File: src/rtl/tlul_pkg.sv
// Shared TL-UL type definitions: A/D channel opcodes and the host-to-device /
// device-to-host channel bundles used by every TL-UL block.
package tlul_pkg;

    typedef enum logic [2:0] {
        PutFullData    = 3'h0,
        PutPartialData = 3'h1,
        Get            = 3'h4
    } tl_a_op_e;

    typedef enum logic [2:0] {
        AccessAck     = 3'h0,
        AccessAckData = 3'h1
    } tl_d_op_e;

    typedef struct packed {
        logic        a_valid;
        tl_a_op_e    a_opcode;
        logic [2:0]  a_param;
        logic [1:0]  a_size;
        logic [7:0]  a_source;
        logic [31:0] a_address;
        logic [3:0]  a_mask;
        logic [31:0] a_data;
        logic [15:0] a_user;
        logic        d_ready;
    } tl_h2d_t;

    typedef struct packed {
        logic        d_valid;
        tl_d_op_e    d_opcode;
        logic [2:0]  d_param;
        logic [1:0]  d_size;
        logic [7:0]  d_source;
        logic [0:0]  d_sink;
        logic [31:0] d_data;
        logic [15:0] d_user;
        logic        d_error;
        logic        a_ready;
    } tl_d2h_t;

endpackage

File: src/rtl/tlul_cdc_adapter.sv
// Single-outstanding TL-UL adapter: registers one host request, forwards it to
// the peripheral, returns its response, and synthesizes an error on timeout.
module tlul_cdc_adapter
    import tlul_pkg::*;
#(
    parameter int unsigned TimeoutCycles = 32
) (
    input  logic    clk_i,
    input  logic    rst_ni,
    input  tl_h2d_t tl_h2d_main,
    output tl_d2h_t tl_d2h_main,
    output tl_h2d_t tl_h2d_peri,
    input  tl_d2h_t tl_d2h_peri,
    output logic    timeout_err_o
);

    localparam int CntW = $clog2(TimeoutCycles) + 1;

    typedef enum logic [1:0] {
        IDLE,
        REQ,
        RSP,
        RESP
    } state_e;

    state_e          state_reg, state_next;
    tl_h2d_t         req_reg, req_next;
    tl_d2h_t         rsp_reg, rsp_next;
    logic [CntW-1:0] cnt_reg, cnt_next;
    logic            timeout_err, timeout_next;
    logic            cnt_hit;

    // >= rather than == so a handshake that wins on the last cycle of REQ
    // still leaves RSP guarded once the budget is spent.
    assign cnt_hit = (cnt_reg >= CntW'(TimeoutCycles - 1));

    always_ff @(posedge clk_i) begin
        if (!rst_ni) begin
            state_reg   <= IDLE;
            req_reg     <= '0;
            rsp_reg     <= '0;
            cnt_reg     <= '0;
            timeout_err <= 1'b0;
        end else begin
            state_reg   <= state_next;
            req_reg     <= req_next;
            rsp_reg     <= rsp_next;
            cnt_reg     <= cnt_next;
            timeout_err <= timeout_next;
        end
    end

    always_comb begin
        state_next   = state_reg;
        req_next     = req_reg;
        rsp_next     = rsp_reg;
        cnt_next     = cnt_reg;
        timeout_next = timeout_err;

        if ((state_reg == REQ || state_reg == RSP) && (cnt_reg != {CntW{1'b1}})) begin
            cnt_next = cnt_reg + CntW'(1);
        end

        case (state_reg)
            IDLE: begin
                if (tl_h2d_main.a_valid) begin
                    req_next         = tl_h2d_main;
                    req_next.a_valid = 1'b0;
                    req_next.d_ready = 1'b0;
                    cnt_next         = '0;
                    state_next       = REQ;
                end
            end
            REQ, RSP: begin
                if (state_reg == REQ && tl_d2h_peri.a_ready) begin
                    state_next = RSP;
                end else if (state_reg == RSP && tl_d2h_peri.d_valid) begin
                    rsp_next         = tl_d2h_peri;
                    rsp_next.d_valid = 1'b0;
                    rsp_next.a_ready = 1'b0;
                    state_next       = RESP;
                end else if (cnt_hit) begin
                    rsp_next          = '0;
                    rsp_next.d_opcode = (req_reg.a_opcode == Get) ? AccessAckData : AccessAck;
                    rsp_next.d_size   = req_reg.a_size;
                    rsp_next.d_source = req_reg.a_source;
                    rsp_next.d_data   = 32'hFFFF_FFFF;
                    rsp_next.d_error  = 1'b1;
                    timeout_next      = 1'b1;
                    state_next        = RESP;
                end
            end
            RESP: begin
                if (tl_h2d_main.d_ready) begin
                    state_next = IDLE;
                end
            end
            default: state_next = IDLE;
        endcase
    end

    // Idle keeps peripheral d_ready high to drain stale responses, except while
    // reset is held so the peripheral side reads as fully quiet.
    always_comb begin
        tl_d2h_main         = '0;
        tl_h2d_peri         = '0;
        tl_d2h_main.a_ready = (state_reg == IDLE);
        tl_h2d_peri.d_ready = ((state_reg == IDLE) && rst_ni) || (state_reg == RSP);
        if (state_reg == REQ) begin
            tl_h2d_peri         = req_reg;
            tl_h2d_peri.a_valid = 1'b1;
            tl_h2d_peri.d_ready = 1'b0;
        end
        if (state_reg == RESP) begin
            tl_d2h_main         = rsp_reg;
            tl_d2h_main.d_valid = 1'b1;
            tl_d2h_main.a_ready = 1'b0;
        end
    end

    assign timeout_err_o = timeout_err;

endmodule

File: config.mk
export PLATFORM = sky130hd
export DESIGN_NAME = tlul_cdc_adapter
export DESIGN_NICKNAME = d
export VERILOG_FILES = /design/src/rtl/tlul_pkg.sv /design/src/rtl/tlul_cdc_adapter.sv
export SDC_FILE = /design/constraint.sdc
export NUM_CORES = 1
export LEC_CHECK = 0
export CORE_MARGIN = 10
export CORE_UTILIZATION = 40
export CTS_CLUSTER_DIAMETER = 60
export CTS_CLUSTER_SIZE = 8
export DETAILED_ROUTE_END_ITERATION = 12
export PLACE_DENSITY = 0.74
export SYNTH_ARGS = -nofsm -noshare
export SYNTH_HDL_FRONTEND = slang
export SYNTH_SLANG_ARGS = --single-unit
export TNS_END_PERCENT = 30
File: constraint.sdc
create_clock -name clk_i -period 2.35 [get_ports clk_i]
set_clock_uncertainty 0.05 [all_clocks]
set_input_delay 0.47 -clock clk_i [delete_from_list [all_inputs] [get_ports clk_i]]
set_output_delay 0.47 -clock clk_i [all_outputs]
set_load 0.005 [all_outputs]
# ---- Word level (Yosys, flattened, before mapping)
# Cells that the tools add are included.
dict set report totals {
  register_bits 175
  output_inout_bits 171
  input_bits 172
  elab_cells 58
}
dict set report classes {
  eq_ne 8
  order_cmp 1
  n_mux 14
  add_sub_neg 1
  n_bitwise 2
  n_reduce_logical 13
}
# operator n
set op_table {}
lappend op_table {{2-to-1 mux 67 bit} 2}
lappend op_table {{2-to-1 mux 102 bit} 1}
lappend op_table {{2-to-1 mux 68 bit} 1}
lappend op_table {{2-to-1 mux 6 bit} 3}
lappend op_table {{2-to-1 mux 2 bit} 5}
lappend op_table {{adder 6 x 1 -> 6 bit (second input constant)} 1}
lappend op_table {{>= comparator 6 x 5 -> 1 bit (second input constant)} 1}
lappend op_table {{inequality test 6 bit (second input constant)} 1}
lappend op_table {{case mux 2 bit (3 select lines)} 1}
lappend op_table {{AND reduction 3 bit} 2}
lappend op_table {{equality test 2 bit (second input constant)} 2}
lappend op_table {{logical AND 1 bit} 4}
lappend op_table {{inequality test 2 bit (second input constant)} 2}
lappend op_table {{inequality test 4 bit (second input constant)} 1}
lappend op_table {{AND reduction 4 bit} 1}
lappend op_table {{equality test 3 bit (second input constant)} 1}
lappend op_table {{equality test 2 x 1 -> 1 bit (second input constant)} 1}
lappend op_table {{logical NOT 2 bit} 1}
lappend op_table {{logical OR 1 bit} 2}
lappend op_table {{inverter 1 bit} 2}
lappend op_table {{AND reduction 2 bit} 1}
lappend op_table {{nonzero test 2 bit} 1}
lappend op_table {{OR reduction 2 bit} 1}
lappend op_table {{2-to-1 mux 1 bit} 1}

# ---- Logic depth before layout (Yosys ltp)
dict set report logic_depth {
  word_depth 6
  mapped_depth 7
  ltp_nobuf 6
}

# ---- Worst setup path after synthesis
# No wires, ideal clock.
dict set report synth_path {
  path_kind {register to output}
  from {register state_reg[1]}
  to {output port tl_h2d_peri[10] (netlist name)}
  n_path_buf 2
  required_ns 1.830
  path_stages_with_launch 6
  slack_ns 0.516
  arrival_time_ns 1.314
  path_cell_list {dfxtp_1 inv_1 ha_1 clkbuf_1 clkbuf_1 and2_1}
}
# element line
set synth_rtl {}
lappend synth_rtl {{from (decl)} tlul_cdc_adapter.sv:26} ;# state_e state_reg, state_next;
lappend synth_rtl {{from (signal assigned)} tlul_cdc_adapter.sv:45} ;# state_reg <= state_next;
lappend synth_rtl {{to (decl)} tlul_cdc_adapter.sv:12} ;# output tl_h2d_t tl_h2d_peri,

==> flow_summary.ini <==
[outcome]
outcome = complete, but fails checks
violations = negative setup slack

[route]
drt_iter0_drc = 397
avgRoutedWirePerCell_um = 19.1
viasPerCell = 5.00
drt-total-wl_mm = 28.1
drc = 0
final_antenna_net_count = 0
firstDrtPassIters = 5
num_vias = 7348

[global_routing]
grt_busiest_layer = met2
grt_max_degree = 101
use_met3_pct = 9.26
antenna_found_initial = 3
grt.total_usage_pct = 21.4
grt_use_met1_pct = 25.0
grt_overflow = 0
grt_pass1_vias = 7064
grt_first_pass_wirelength_mm = 41.6
grtUsageMet2_pct = 35.6

[timing]
fin_crit_sh_pct = 105
finalHoldViolations = 0
period_needed_ns = 2.47
slew_viol_final = 0
slew_headroom_pct = 66.9
report.final.setup_viol = 25
fmax_mhz = 405
final.setup.worst_slack_ns = -0.117
worstMarginPinSlew_ns = 0.491
rsz0062_at_grt = yes

[die]
ios = 343
core-area_um2 = 18000
die_x_um = 156
fp-row-count = 49
die_area_um2 = 24300
start_util_pct = 40.9
die_h_um = 156

[placed_design]
port-buffer-count = 342
dpl_worst_slack_ns = 0.211
dpl.hpwl_mm = 19.0
gp_congestion = 0.796

[clocking]
path_clk_slew_ns = 0.07
hold_buffers = 0
clock_latency_ns = 0.42
numClockSinks = 175
cts_tree = yes
cts_max_path_buffers = 2
cts_buffers = 17
clockRootBuffer = clkbuf_16
htreeDepth = 4

[yosys]
syn-num-nets = 1075
synth-adder-area-share_pct = 1.02
synthCells = 897
avgSynthCellArea_um2 = 8.22
yosys.area_share.simple_pct = 28.7
synth_compound_area_share_pct = 18.0
muxShareOfSynthArea_pct = 0.271
synth_top_family_by_area = simple AND/OR/NAND/NOR gates
synth-xor-area-share_pct = 0.237
synth_ff_type = dfxtp_1
synth-seq-area-share_pct = 47.5
syn_area_um2 = 7380
synth-seq-cells = 175
synth_warnings = 0
postSynth.asyncResetShare_pct = 0
synth_cell_type_count = 37
synth-edff-count = 0

[cells_and_area]
syn2layout_area_growth_pct = 60.6
largest_register_ffs = 100
finish.utilization_pct = 65.7
layout-drive-gt1-share_pct = 12.0
num-nets-final = 1405

[setup_path]
r2r-start = state_reg[1]
crit_fanout = 12
critical_path_class = reg -> out
startpoint = state_reg[1]
crit_arrival_ns = 1.95
cp-start-kind = flop
critPathCaptureType = output port
required_ns = 1.83
rrSetupSlack_ns = 0.13

[power_and_ir_drop]
leakagePower_nw = 5.45
power.density_nw_per_um2 = 839
ir_drop_uv = 584

[flow_run]
drv_cap = 0

[hold_path]
hp-class = reg -> reg
hold_start = req_reg[26]
## layer usage
metal  wire [µm]  part of all wire [%]
met1       11400                    41
met5          27                 0.096
met3        2700                   9.6
met2       13600                    48
met4         354                   1.3
## path summary, 6_finish.rpt
check                                       end  cells after the start
worst max-delay path            tl_h2d_peri[29]                      7
worst min-delay path                req_reg[26]                      2
worst max register to register      rsp_reg[59]                     10
worst min register to register      req_reg[26]                      2
## layout by cell type (no fill, tap or decap), drive strengths merged, types with 22 or more instances in the layout
cell and n:
nand2 227, clkdlybuf4s50 176, dfxtp 175, and2 168, a21oi 106, dlygate4sd2 104
clkbuf 44, nor2 41, buf 37, o221a 33, dlymetal6s2s 23, a22oi 22
## cell type report
type                            count  area [µm²]
Clock inverter                     14         131
Inverter                            6        25.0
Timing Repair Buffer              383        3840
Antenna cell                        1        2.50
Sequential cell                   175        3510
Tap cell                          229         287
Fill cell                        1573        6180
Clock buffer                       18         439
Multi-Input combinational cell    644        3610
## synth_stat cells, types with 2 or more instances
cell type    n  share of area, %
buf_1        5              0.25
buf_2        8              0.54
nor3_1       3              0.20
inv_1        5              0.25
clkbuf_1    58               3.0
a311oi_2     6               1.2
a21oi_1    105               7.1
nor2_1      41               2.1
dfxtp_1    175                47
a22oi_1     22               2.2
ha_1         6               1.0
o21ai_0      4              0.27
and2_1     168                14
nand4_1      2              0.17
nand2_1    227                12
xor2_1       2              0.24
o221a_2     33               5.0
mux2i_1      2              0.27
nand3_1      3              0.20
a311oi_1     5              0.59
## metrics by stage
step / power [W] / cell area (µm²) / hold slack [ns] / setup TNS [ns] / cells
finish: 0.00994 / 11800 / 0.399 / -2.47 / 1470
CTS: 0.00976 / 11700 / 0.402 / -3.09 / 1453
detailed placement: 0.00669 / 11000 / 0.392 / 0 / 1412
floorplan: 0.00526 / 7380 / 0.382 / 0 / 897
global route: 0.0105 / 11800 / 0.419 / -5.46 / 1469
global placement: 0.00665 / 11000 / 0.387 / 0 / 1412
## worst max-delay path: stages, from the launching register on
cell and delay, ns:
dfxtp_4 0.38, inv_2 0.06, ha_4 0.19, buf_2 0.17, buf_4 0.15, clkbuf_16 0.16
and2_1 0.15, dlygate4sd2_1 0.27
## report_power, final
part           switching [W]  total, W  leakage, nW  internal, W
logic                0.00182   0.00357         3.75      0.00175
registers           0.000236   0.00364         1.43      0.00341
clock network        0.00131   0.00273        0.273      0.00142
## cells by family (layout without fill, tap and decap cells)
logic type	count (synthesis)	after routing
DFF	175	175
muxes	2	2
adders and majority gates	6	6
xor gates and xnor gates	2	2
buffers and inverters	78	421
other	0	1
AOI/OAI and AO/OA	187	187
and+or+nand+nor	447	447
## repair_timing
action / in CTS / in global routing
buffers inserted: 4 / 14
setup endpoints to repair: 169 / 70
pin swaps: 1 / 2
cloned: 5 / 4
gates resized for setup: 158 / 87
Note: power is estimated with default switching activity, not from simulation.
